==> src/rtl/alu_pkg.sv <==
// Shared definitions for the ALU issue stage: select codes, status bit
// positions, sequencer states and the queued command entry layout.
package alu_pkg;

  localparam int unsigned ALU_W = 32;

  typedef enum logic [2:0] {
    ALU_ADD  = 3'd0,
    ALU_ZERO = 3'd1,
    ALU_XOR  = 3'd2,
    ALU_AND  = 3'd3,
    ALU_OR   = 3'd4,
    ALU_NOR  = 3'd5,
    ALU_SHR  = 3'd6,
    ALU_SHL  = 3'd7
  } alu_sel_e;

  localparam int unsigned ST_V = 3;
  localparam int unsigned ST_C = 2;
  localparam int unsigned ST_N = 1;
  localparam int unsigned ST_Z = 0;

  typedef enum logic [1:0] {
    S_IDLE,
    S_EXEC,
    S_DONE
  } state_t;

  typedef struct packed {
    logic [2:0]       sel;
    logic [ALU_W-1:0] a;
    logic [ALU_W-1:0] b;
    logic             cin;
    logic             chain;
  } cmd_entry_t;

  localparam int unsigned CMD_W = $bits(cmd_entry_t);

endpackage

==> src/rtl/alu_op_sequencer_if.sv <==
// Command, ALU-side and response signals of the sequencer; slave is the
// sequencer's view, master is the surrounding system's view.
interface alu_op_sequencer_if #(
  parameter int unsigned WIDTH = 32
);
  logic             cmd_valid;
  logic             cmd_ready;
  logic [2:0]       cmd_sel;
  logic [WIDTH-1:0] cmd_a;
  logic [WIDTH-1:0] cmd_b;
  logic             cmd_cin;
  logic             cmd_chain;
  logic [WIDTH-1:0] alu_a;
  logic [WIDTH-1:0] alu_b;
  logic [2:0]       alu_sel;
  logic             alu_cin;
  logic [WIDTH-1:0] alu_out;
  logic [3:0]       alu_status;
  logic             rsp_valid;
  logic             rsp_ready;
  logic [WIDTH-1:0] rsp_out;
  logic [3:0]       rsp_status;
  logic             carry;
  logic             busy;

  modport slave (
    input  cmd_valid, cmd_sel, cmd_a, cmd_b, cmd_cin, cmd_chain,
    input  alu_out, alu_status, rsp_ready,
    output cmd_ready, alu_a, alu_b, alu_sel, alu_cin,
    output rsp_valid, rsp_out, rsp_status, carry, busy
  );

  modport master (
    output cmd_valid, cmd_sel, cmd_a, cmd_b, cmd_cin, cmd_chain,
    output alu_out, alu_status, rsp_ready,
    input  cmd_ready, alu_a, alu_b, alu_sel, alu_cin,
    input  rsp_valid, rsp_out, rsp_status, carry, busy
  );
endinterface

==> src/rtl/alu_op_sequencer_cmd_fifo.sv <==
// Synchronous command FIFO with wrap-around pointers and an occupancy count.
// The caller guarantees no push when full and no pop when empty.
module cmd_fifo #(
  parameter int unsigned W     = 8,
  parameter int unsigned DEPTH = 4
) (
  input  logic                     clk,
  input  logic                     rst,
  input  logic                     i_push,
  input  logic [W-1:0]             i_data,
  input  logic                     i_pop,
  output logic [W-1:0]             o_data,
  output logic [$clog2(DEPTH):0]   o_count
);
  localparam int unsigned AW = $clog2(DEPTH);

  logic [W-1:0]  r_mem [DEPTH];
  logic [AW-1:0] r_wr;
  logic [AW-1:0] r_rd;
  logic [AW:0]   r_count;

  always_ff @(posedge clk or posedge rst) begin
    if (rst) begin
      r_wr    <= '0;
      r_rd    <= '0;
      r_count <= '0;
    end else begin
      if (i_push) r_wr <= r_wr + 1'b1;
      if (i_pop)  r_rd <= r_rd + 1'b1;
      case ({i_push, i_pop})
        2'b10:   r_count <= r_count + 1'b1;
        2'b01:   r_count <= r_count - 1'b1;
        default: r_count <= r_count;
      endcase
    end
  end

  always_ff @(posedge clk) begin
    if (i_push) r_mem[r_wr] <= i_data;
  end

  assign o_data  = r_mem[r_rd];
  assign o_count = r_count;
endmodule

==> src/rtl/alu_op_sequencer.sv <==
// Issue stage in front of a combinational ALU: queues commands, drives the
// ALU inputs, captures result/status and returns them on a valid/ready port.
module alu_op_sequencer
  import alu_pkg::*;
#(
  parameter int unsigned WIDTH = 32,
  parameter int unsigned DEPTH = 4
) (
  input logic               clk,
  input logic               rst,
  alu_op_sequencer_if.slave bus
);
  localparam int unsigned CW = $clog2(DEPTH) + 1;

  state_t           r_state;
  state_t           w_next;
  logic [CW-1:0]    w_count;
  logic [CMD_W-1:0] w_fifo_q;
  cmd_entry_t       w_head;
  cmd_entry_t       w_push_data;
  logic             w_push;
  logic             w_pop;
  logic             w_empty;
  logic             w_capture;
  logic             w_rsp_clr;

  logic [WIDTH-1:0] r_alu_a;
  logic [WIDTH-1:0] r_alu_b;
  logic [2:0]       r_alu_sel;
  logic             r_alu_cin;
  logic [WIDTH-1:0] r_rsp_out;
  logic [3:0]       r_rsp_status;
  logic             r_rsp_valid;
  logic             r_carry;

  assign bus.cmd_ready = (w_count < CW'(DEPTH));
  assign w_push        = bus.cmd_valid && bus.cmd_ready;
  assign w_empty       = (w_count == '0);
  assign w_push_data   = '{sel: bus.cmd_sel, a: bus.cmd_a, b: bus.cmd_b,
                           cin: bus.cmd_cin, chain: bus.cmd_chain};
  assign w_head        = cmd_entry_t'(w_fifo_q);

  cmd_fifo #(
    .W     (CMD_W),
    .DEPTH (DEPTH)
  ) u_fifo (
    .clk     (clk),
    .rst     (rst),
    .i_push  (w_push),
    .i_data  (w_push_data),
    .i_pop   (w_pop),
    .o_data  (w_fifo_q),
    .o_count (w_count)
  );

  always_ff @(posedge clk or posedge rst) begin
    if (rst) r_state <= S_IDLE;
    else     r_state <= w_next;
  end

  always_comb begin
    w_next = r_state;
    case (r_state)
      S_IDLE:  if (!w_empty) w_next = S_EXEC;
      S_EXEC:  w_next = S_DONE;
      S_DONE:  if (bus.rsp_ready) w_next = w_empty ? S_IDLE : S_EXEC;
      default: w_next = S_IDLE;
    endcase
  end

  always_comb begin
    w_pop     = 1'b0;
    w_capture = 1'b0;
    w_rsp_clr = 1'b0;
    case (r_state)
      S_IDLE: w_pop = !w_empty;
      S_EXEC: w_capture = 1'b1;
      S_DONE: begin
        w_rsp_clr = bus.rsp_ready;
        w_pop     = bus.rsp_ready && !w_empty;
      end
      default: ;
    endcase
  end

  // Chained pops see r_carry already written by the preceding EXEC capture.
  always_ff @(posedge clk or posedge rst) begin
    if (rst) begin
      r_alu_a      <= '0;
      r_alu_b      <= '0;
      r_alu_sel    <= '0;
      r_alu_cin    <= 1'b0;
      r_rsp_out    <= '0;
      r_rsp_status <= '0;
      r_rsp_valid  <= 1'b0;
      r_carry      <= 1'b0;
    end else begin
      if (w_pop) begin
        r_alu_a   <= w_head.a;
        r_alu_b   <= w_head.b;
        r_alu_sel <= w_head.sel;
        r_alu_cin <= w_head.chain ? r_carry : w_head.cin;
      end
      if (w_capture) begin
        r_rsp_out    <= bus.alu_out;
        r_rsp_status <= bus.alu_status;
        r_rsp_valid  <= 1'b1;
        if (r_alu_sel == ALU_ADD) r_carry <= bus.alu_status[ST_C];
      end else if (w_rsp_clr) begin
        r_rsp_valid <= 1'b0;
      end
    end
  end

  assign bus.alu_a      = r_alu_a;
  assign bus.alu_b      = r_alu_b;
  assign bus.alu_sel    = r_alu_sel;
  assign bus.alu_cin    = r_alu_cin;
  assign bus.rsp_out    = r_rsp_out;
  assign bus.rsp_status = r_rsp_status;
  assign bus.rsp_valid  = r_rsp_valid;
  assign bus.carry      = r_carry;
  assign bus.busy       = (r_state != S_IDLE) || !w_empty;
endmodule

==> src/flat_wrapper.sv <==
// flat-port wrapper written by rule: the top's interface ports become plain ports
module alu_op_sequencer_flat import alu_pkg::*;
#(
  parameter int unsigned WIDTH = 32,
  parameter int unsigned DEPTH = 4
)
  (clk, rst, bus_cmd_valid, bus_cmd_sel, bus_cmd_a, bus_cmd_b, bus_cmd_cin, bus_cmd_chain, bus_alu_out, bus_alu_status, bus_rsp_ready, bus_cmd_ready, bus_alu_a, bus_alu_b, bus_alu_sel, bus_alu_cin, bus_rsp_valid, bus_rsp_out, bus_rsp_status, bus_carry, bus_busy);
  alu_op_sequencer_if #(.WIDTH(WIDTH)) bus_i ();
  input logic clk;
  input logic rst;
  input wire logic [$bits(bus_i.cmd_valid)-1:0] bus_cmd_valid;
  input wire logic [$bits(bus_i.cmd_sel)-1:0] bus_cmd_sel;
  input wire logic [$bits(bus_i.cmd_a)-1:0] bus_cmd_a;
  input wire logic [$bits(bus_i.cmd_b)-1:0] bus_cmd_b;
  input wire logic [$bits(bus_i.cmd_cin)-1:0] bus_cmd_cin;
  input wire logic [$bits(bus_i.cmd_chain)-1:0] bus_cmd_chain;
  input wire logic [$bits(bus_i.alu_out)-1:0] bus_alu_out;
  input wire logic [$bits(bus_i.alu_status)-1:0] bus_alu_status;
  input wire logic [$bits(bus_i.rsp_ready)-1:0] bus_rsp_ready;
  output wire logic [$bits(bus_i.cmd_ready)-1:0] bus_cmd_ready;
  output wire logic [$bits(bus_i.alu_a)-1:0] bus_alu_a;
  output wire logic [$bits(bus_i.alu_b)-1:0] bus_alu_b;
  output wire logic [$bits(bus_i.alu_sel)-1:0] bus_alu_sel;
  output wire logic [$bits(bus_i.alu_cin)-1:0] bus_alu_cin;
  output wire logic [$bits(bus_i.rsp_valid)-1:0] bus_rsp_valid;
  output wire logic [$bits(bus_i.rsp_out)-1:0] bus_rsp_out;
  output wire logic [$bits(bus_i.rsp_status)-1:0] bus_rsp_status;
  output wire logic [$bits(bus_i.carry)-1:0] bus_carry;
  output wire logic [$bits(bus_i.busy)-1:0] bus_busy;
  assign bus_i.cmd_valid = bus_cmd_valid;
  assign bus_i.cmd_sel = bus_cmd_sel;
  assign bus_i.cmd_a = bus_cmd_a;
  assign bus_i.cmd_b = bus_cmd_b;
  assign bus_i.cmd_cin = bus_cmd_cin;
  assign bus_i.cmd_chain = bus_cmd_chain;
  assign bus_i.alu_out = bus_alu_out;
  assign bus_i.alu_status = bus_alu_status;
  assign bus_i.rsp_ready = bus_rsp_ready;
  assign bus_cmd_ready = bus_i.cmd_ready;
  assign bus_alu_a = bus_i.alu_a;
  assign bus_alu_b = bus_i.alu_b;
  assign bus_alu_sel = bus_i.alu_sel;
  assign bus_alu_cin = bus_i.alu_cin;
  assign bus_rsp_valid = bus_i.rsp_valid;
  assign bus_rsp_out = bus_i.rsp_out;
  assign bus_rsp_status = bus_i.rsp_status;
  assign bus_carry = bus_i.carry;
  assign bus_busy = bus_i.busy;
  alu_op_sequencer #(.WIDTH(WIDTH), .DEPTH(DEPTH)) u_core (.clk(clk), .rst(rst), .bus(bus_i));
endmodule
==> config.mk <==
export PLATFORM = sky130hd
export DESIGN_NAME = alu_op_sequencer_flat
export DESIGN_NICKNAME = d
export VERILOG_FILES = /design/src/rtl/alu_pkg.sv /design/src/rtl/alu_op_sequencer_if.sv /design/src/rtl/alu_op_sequencer_cmd_fifo.sv /design/src/rtl/alu_op_sequencer.sv /design/src/flat_wrapper.sv
export SDC_FILE = /design/constraint.sdc
export NUM_CORES = 1
export LEC_CHECK = 0
export ABC_AREA = 1
export CAP_MARGIN = 25
export CORE_MARGIN = 5
export CORE_UTILIZATION = 30
export CTS_CLUSTER_SIZE = 25
export DETAILED_ROUTE_END_ITERATION = 8
export PLACE_DENSITY = 0.49
export SKIP_CTS_REPAIR_TIMING = 1
export SYNTH_ARGS = -nofsm -noshare
export SYNTH_HDL_FRONTEND = slang
export SYNTH_HIERARCHICAL = 1
export SYNTH_SLANG_ARGS = --single-unit
export TNS_END_PERCENT = 30
==> constraint.sdc <==
create_clock -name clk -period 4.3 [get_ports clk]
set_clock_uncertainty 0.15 [all_clocks]
set_input_delay 0.645 -clock clk [delete_from_list [all_inputs] [get_ports clk]]
set_output_delay 0.645 -clock clk [all_outputs]
set_load 0.005 [all_outputs]
==> flow_summary.json <==
{
  "routedLengthMet1_mm": 17.7,
  "post_synth_inst_count": 1467,
  "detail_route.vias_per_cell": 4.30,
  "post_synth_most_frequent_cells": "nand2_1, edfxtp_1, inv_1",
  "core_area_um2": 52400,
  "worst-setup-path-type": "register to primary output",
  "syn2layout_area_growth_pct": 26.8,
  "wl_mm": 38.7,
  "drv.max_cap_violation_count": 0,
  "yosysTopAreaCell": "edfxtp_1",
  "met3WireLength_mm": 2.07,
  "netlist-cell-type-count": 22,
  "required_arrival_time_at_the_worst_endpoint_ps": 3500,
  "cts.root.buffer_cell": "clkbuf_16",
  "grt_pass1_wl_mm": 59.2,
  "cellPowerDensity_nw_per_um2": 716,
  "detail_route.wl_per_cell_um": 16.1,
  "power.internal_mw": 9.42,
  "clock_insertion_delay_worst_skew_ps": 560,
  "synth_top_flop_cell": "edfxtp_1",
  "top_level_ports": 217,
  "cts_tree": "done",
  "first_global_vias": 10100,
  "rsz_0062_raised_after_global_routing": "no",
  "route.detailed.drc": 0,
  "ir_worst_vdd_mv": 0.382,
  "element_type_at_the_critical_path_start": "register",
  "fin_worst_hold_slack_ps": 299,
  "syn_area_um2": 15900,
  "die_width_um": 240,
  "fin_setup_tns_ps": 0,
  "cts_max_path_buffers": 3,
  "end_of_the_worst_register_to_register_path": "u_core/u_fifo/r_mem[3][62]",
  "worst_r2r_path_depth": 4,
  "largest_net_degree_at_the_start_of_global_routing": 96,
  "max_stage_delay_ps": 520,
  "synth_top_area_share_pct": 52.2,
  "firstDrtPassIters": 5,
  "power.share.sequential_pct": 38.1,
  "placed_cell_area_um2": 18700,
  "die_height_um": 240,
  "timing.critical_path.to": "bus_busy",
  "timing.critical_path.arrival_ps": 1930,
  "grt.overflow.total": 0,
  "postSynth.asyncResetShare_pct": 29.4,
  "synthesis.area_per_instance_um2": 10.8,
  "tightestPinTransition_ps": 902,
  "final-setup-viol-count": 0,
  "final_layout_size_suffix_gt1_share_pct": 5.67,
  "synthTopCellsByArea": "edfxtp_1, dfrtp_1, nand2_1",
  "timing.critical_path.to_type": "primary output",
  "ff2ff_setup_slack_ps": 1960,
  "highest_layer": "met5",
  "relSlewSlack_pct": 39.9,
  "post_synth_edffs": 276,
  "crit_path_top_delay_cell": "clkdlybuf4s50_1",
  "design_power_total_mw": 14.4,
  "r2r-start": "u_core/u_fifo/o_count[2]",
  "report.final.hold_viol_count": 0,
  "combPwrFrac_pct": 35.9,
  "synthesis.yosys.warnings": 6,
  "clkTransAtPathRegs_ps": 50,
  "die_area_um2": 57600,
  "report.final.slew_viol_count": 0,
  "worstPathCellList": "nor2_1 > nand4_1 > clkdlybuf4s50_1",
  "floorplan.initialDensity_pct": 30.3,
  "ys_seq_area_share_pct": 70.3,
  "diodes": 0,
  "dpl.hpwl_mm": 23.7,
  "initialDrtViolationCount": 445,
  "holdCritPathClass": "register to register",
  "final_net_count": 1790,
  "grtUsageTotal_pct": 13.1,
  "synthesis.nets": 1582,
  "fmax_mhz": 367,
  "worstSetupStartpoint": "u_core/u_fifo/o_count[0]",
  "design_area_um2": 20100,
  "p_sw_mw": 4.99,
  "htree_levels": 2,
  "power_switching_share_pct": 34.6,
  "power.share.clock_pct": 26.0,
  "place_ws_ps": 1170,
  "critPathMaxFanout": 3,
  "fin_crit_sh_pct": 63.4,
  "synth.most_common_cell": "nand2_1",
  "antenna_violations_before_repair": 1,
  "fp-row-count": 84,
  "yosys_register_bits": 391,
  "num_vias": 10300,
  "p_leak_nw": 8.54,
  "status": "completed",
  "clkSinkCount": 391,
  "detail-route-antenna-nets": 0,
  "wl_met2_mm": 18.2,
  "cts_inserted_buffers": 45,
  "worst_slack_ps": 1580,
  "finalWeightedCongestion": 0.814,
  "layout_min_cycle_time_ps": 2720,
  "portBuffers": 216
}
kinds of logic after synthesis:
logic type	synth area share, %
xor+xnor	0.221
buf+inv	6.97
fa+ha+maj	0.520
flops	70.3
compound gates	3.39
simple gates	18.6
state kept, by name (all words and copies together), names as in the netlist, 2 cells and up:
| signal | count |
|---|---|
| u_core/u_fifo/r_mem | 276 |
| u_core/bus.alu_a | 32 |
| u_core/bus.alu_b | 32 |
| u_core/bus.rsp_out | 32 |
| u_core/bus.rsp_status | 4 |
| u_core/bus.alu_sel | 3 |
| u_core/u_fifo/o_count | 3 |
| u_core/r_state | 2 |
| u_core/u_fifo/r_rd | 2 |
| u_core/u_fifo/r_wr | 2 |
how the worst min path moves through the flow:
stage / slack [ps] / endpoint / depth (start not counted) / from
CTS: 300 / u_core/r_state[1] / 1 / u_core/r_state[0]
global route: 320 / u_core/r_state[1] / 1 / u_core/r_state[0]
finish: 300 / u_core/r_state[1] / 1 / u_core/r_state[0]
floorplan: 290 / u_core/r_state[1] / 1 / u_core/r_state[0]
detailed placement: 310 / u_core/bus.alu_a[9] / 2 / u_core/bus.alu_a[9]
global placement: 300 / u_core/bus.rsp_out[28] / 2 / u_core/bus.rsp_out[28]
layout by cell type, fill, tap and decap left out, types with 2 or more instances in the layout:
master           instances
inv_1                  152
inv_4                    2
clkbuf_1                11
nand4_1                  3
buf_4                   12
nand2_1                541
ha_1                     5
inv_6                    2
clkbuf_8                 5
clkinv_2                 9
clkbuf_16               45
o21ai_0                  2
buf_12                   7
nand3_1                 70
clkdlybuf4s50_1        216
o211ai_1                69
inv_2                    3
edfxtp_1               276
nand2_4                  3
dfrtp_1                114
xor2_1                   3
bufinv_16                4
clkinvlp_4               2
clkinv_1                 9
nor2_1                 139
cell type report:
type,instances,area [um^2]
multi-input cells,840,3620
flip-flops and latches,391,11200
inverters,161,614
clock inverters,22,211
well taps,688,861
fillers,5071,32300
repair buffers,236,2420
clock buffers,61,1240
worst max-delay path: cells and delay by family, from the launching register on:
| kind | cells | cell delay [ps] |
|---|---|---|
| DFF | 1 | 430 |
| buffers and inverters | 1 | 520 |
| and+or+nand+nor | 2 | 430 |
through the flow:
step | std cells | utilization [%]
after detailed placement | 2315 | 35.6
after floorplan | 1467 | -
after CTS | 2398 | 38.3
final | 2399 | 38.4
after global placement | 2315 | 35.6
after global routing | 2399 | 38.4
power by group through the flow:
stage | Sequential [mW] | Combinational [mW] | Clock (mW)
final | 5.49 | 5.17 | 3.74
after global routing | 5.59 | 5.89 | 4.03
after CTS | 5.62 | 5.18 | 3.88
after detailed placement | 5.69 | 5.16 | 0
after global placement | 5.67 | 5.10 | 0
after floorplan | 5.54 | 3.23 | 0
routing by layer:
layer	global-route usage, %	vias to the layer above
met2	21.7	220
li1	-	5144
met4	3.63	2
met1	17.7	4898
met3	2.82	54
met5	0	-
(Power assumes the default switching activity.)
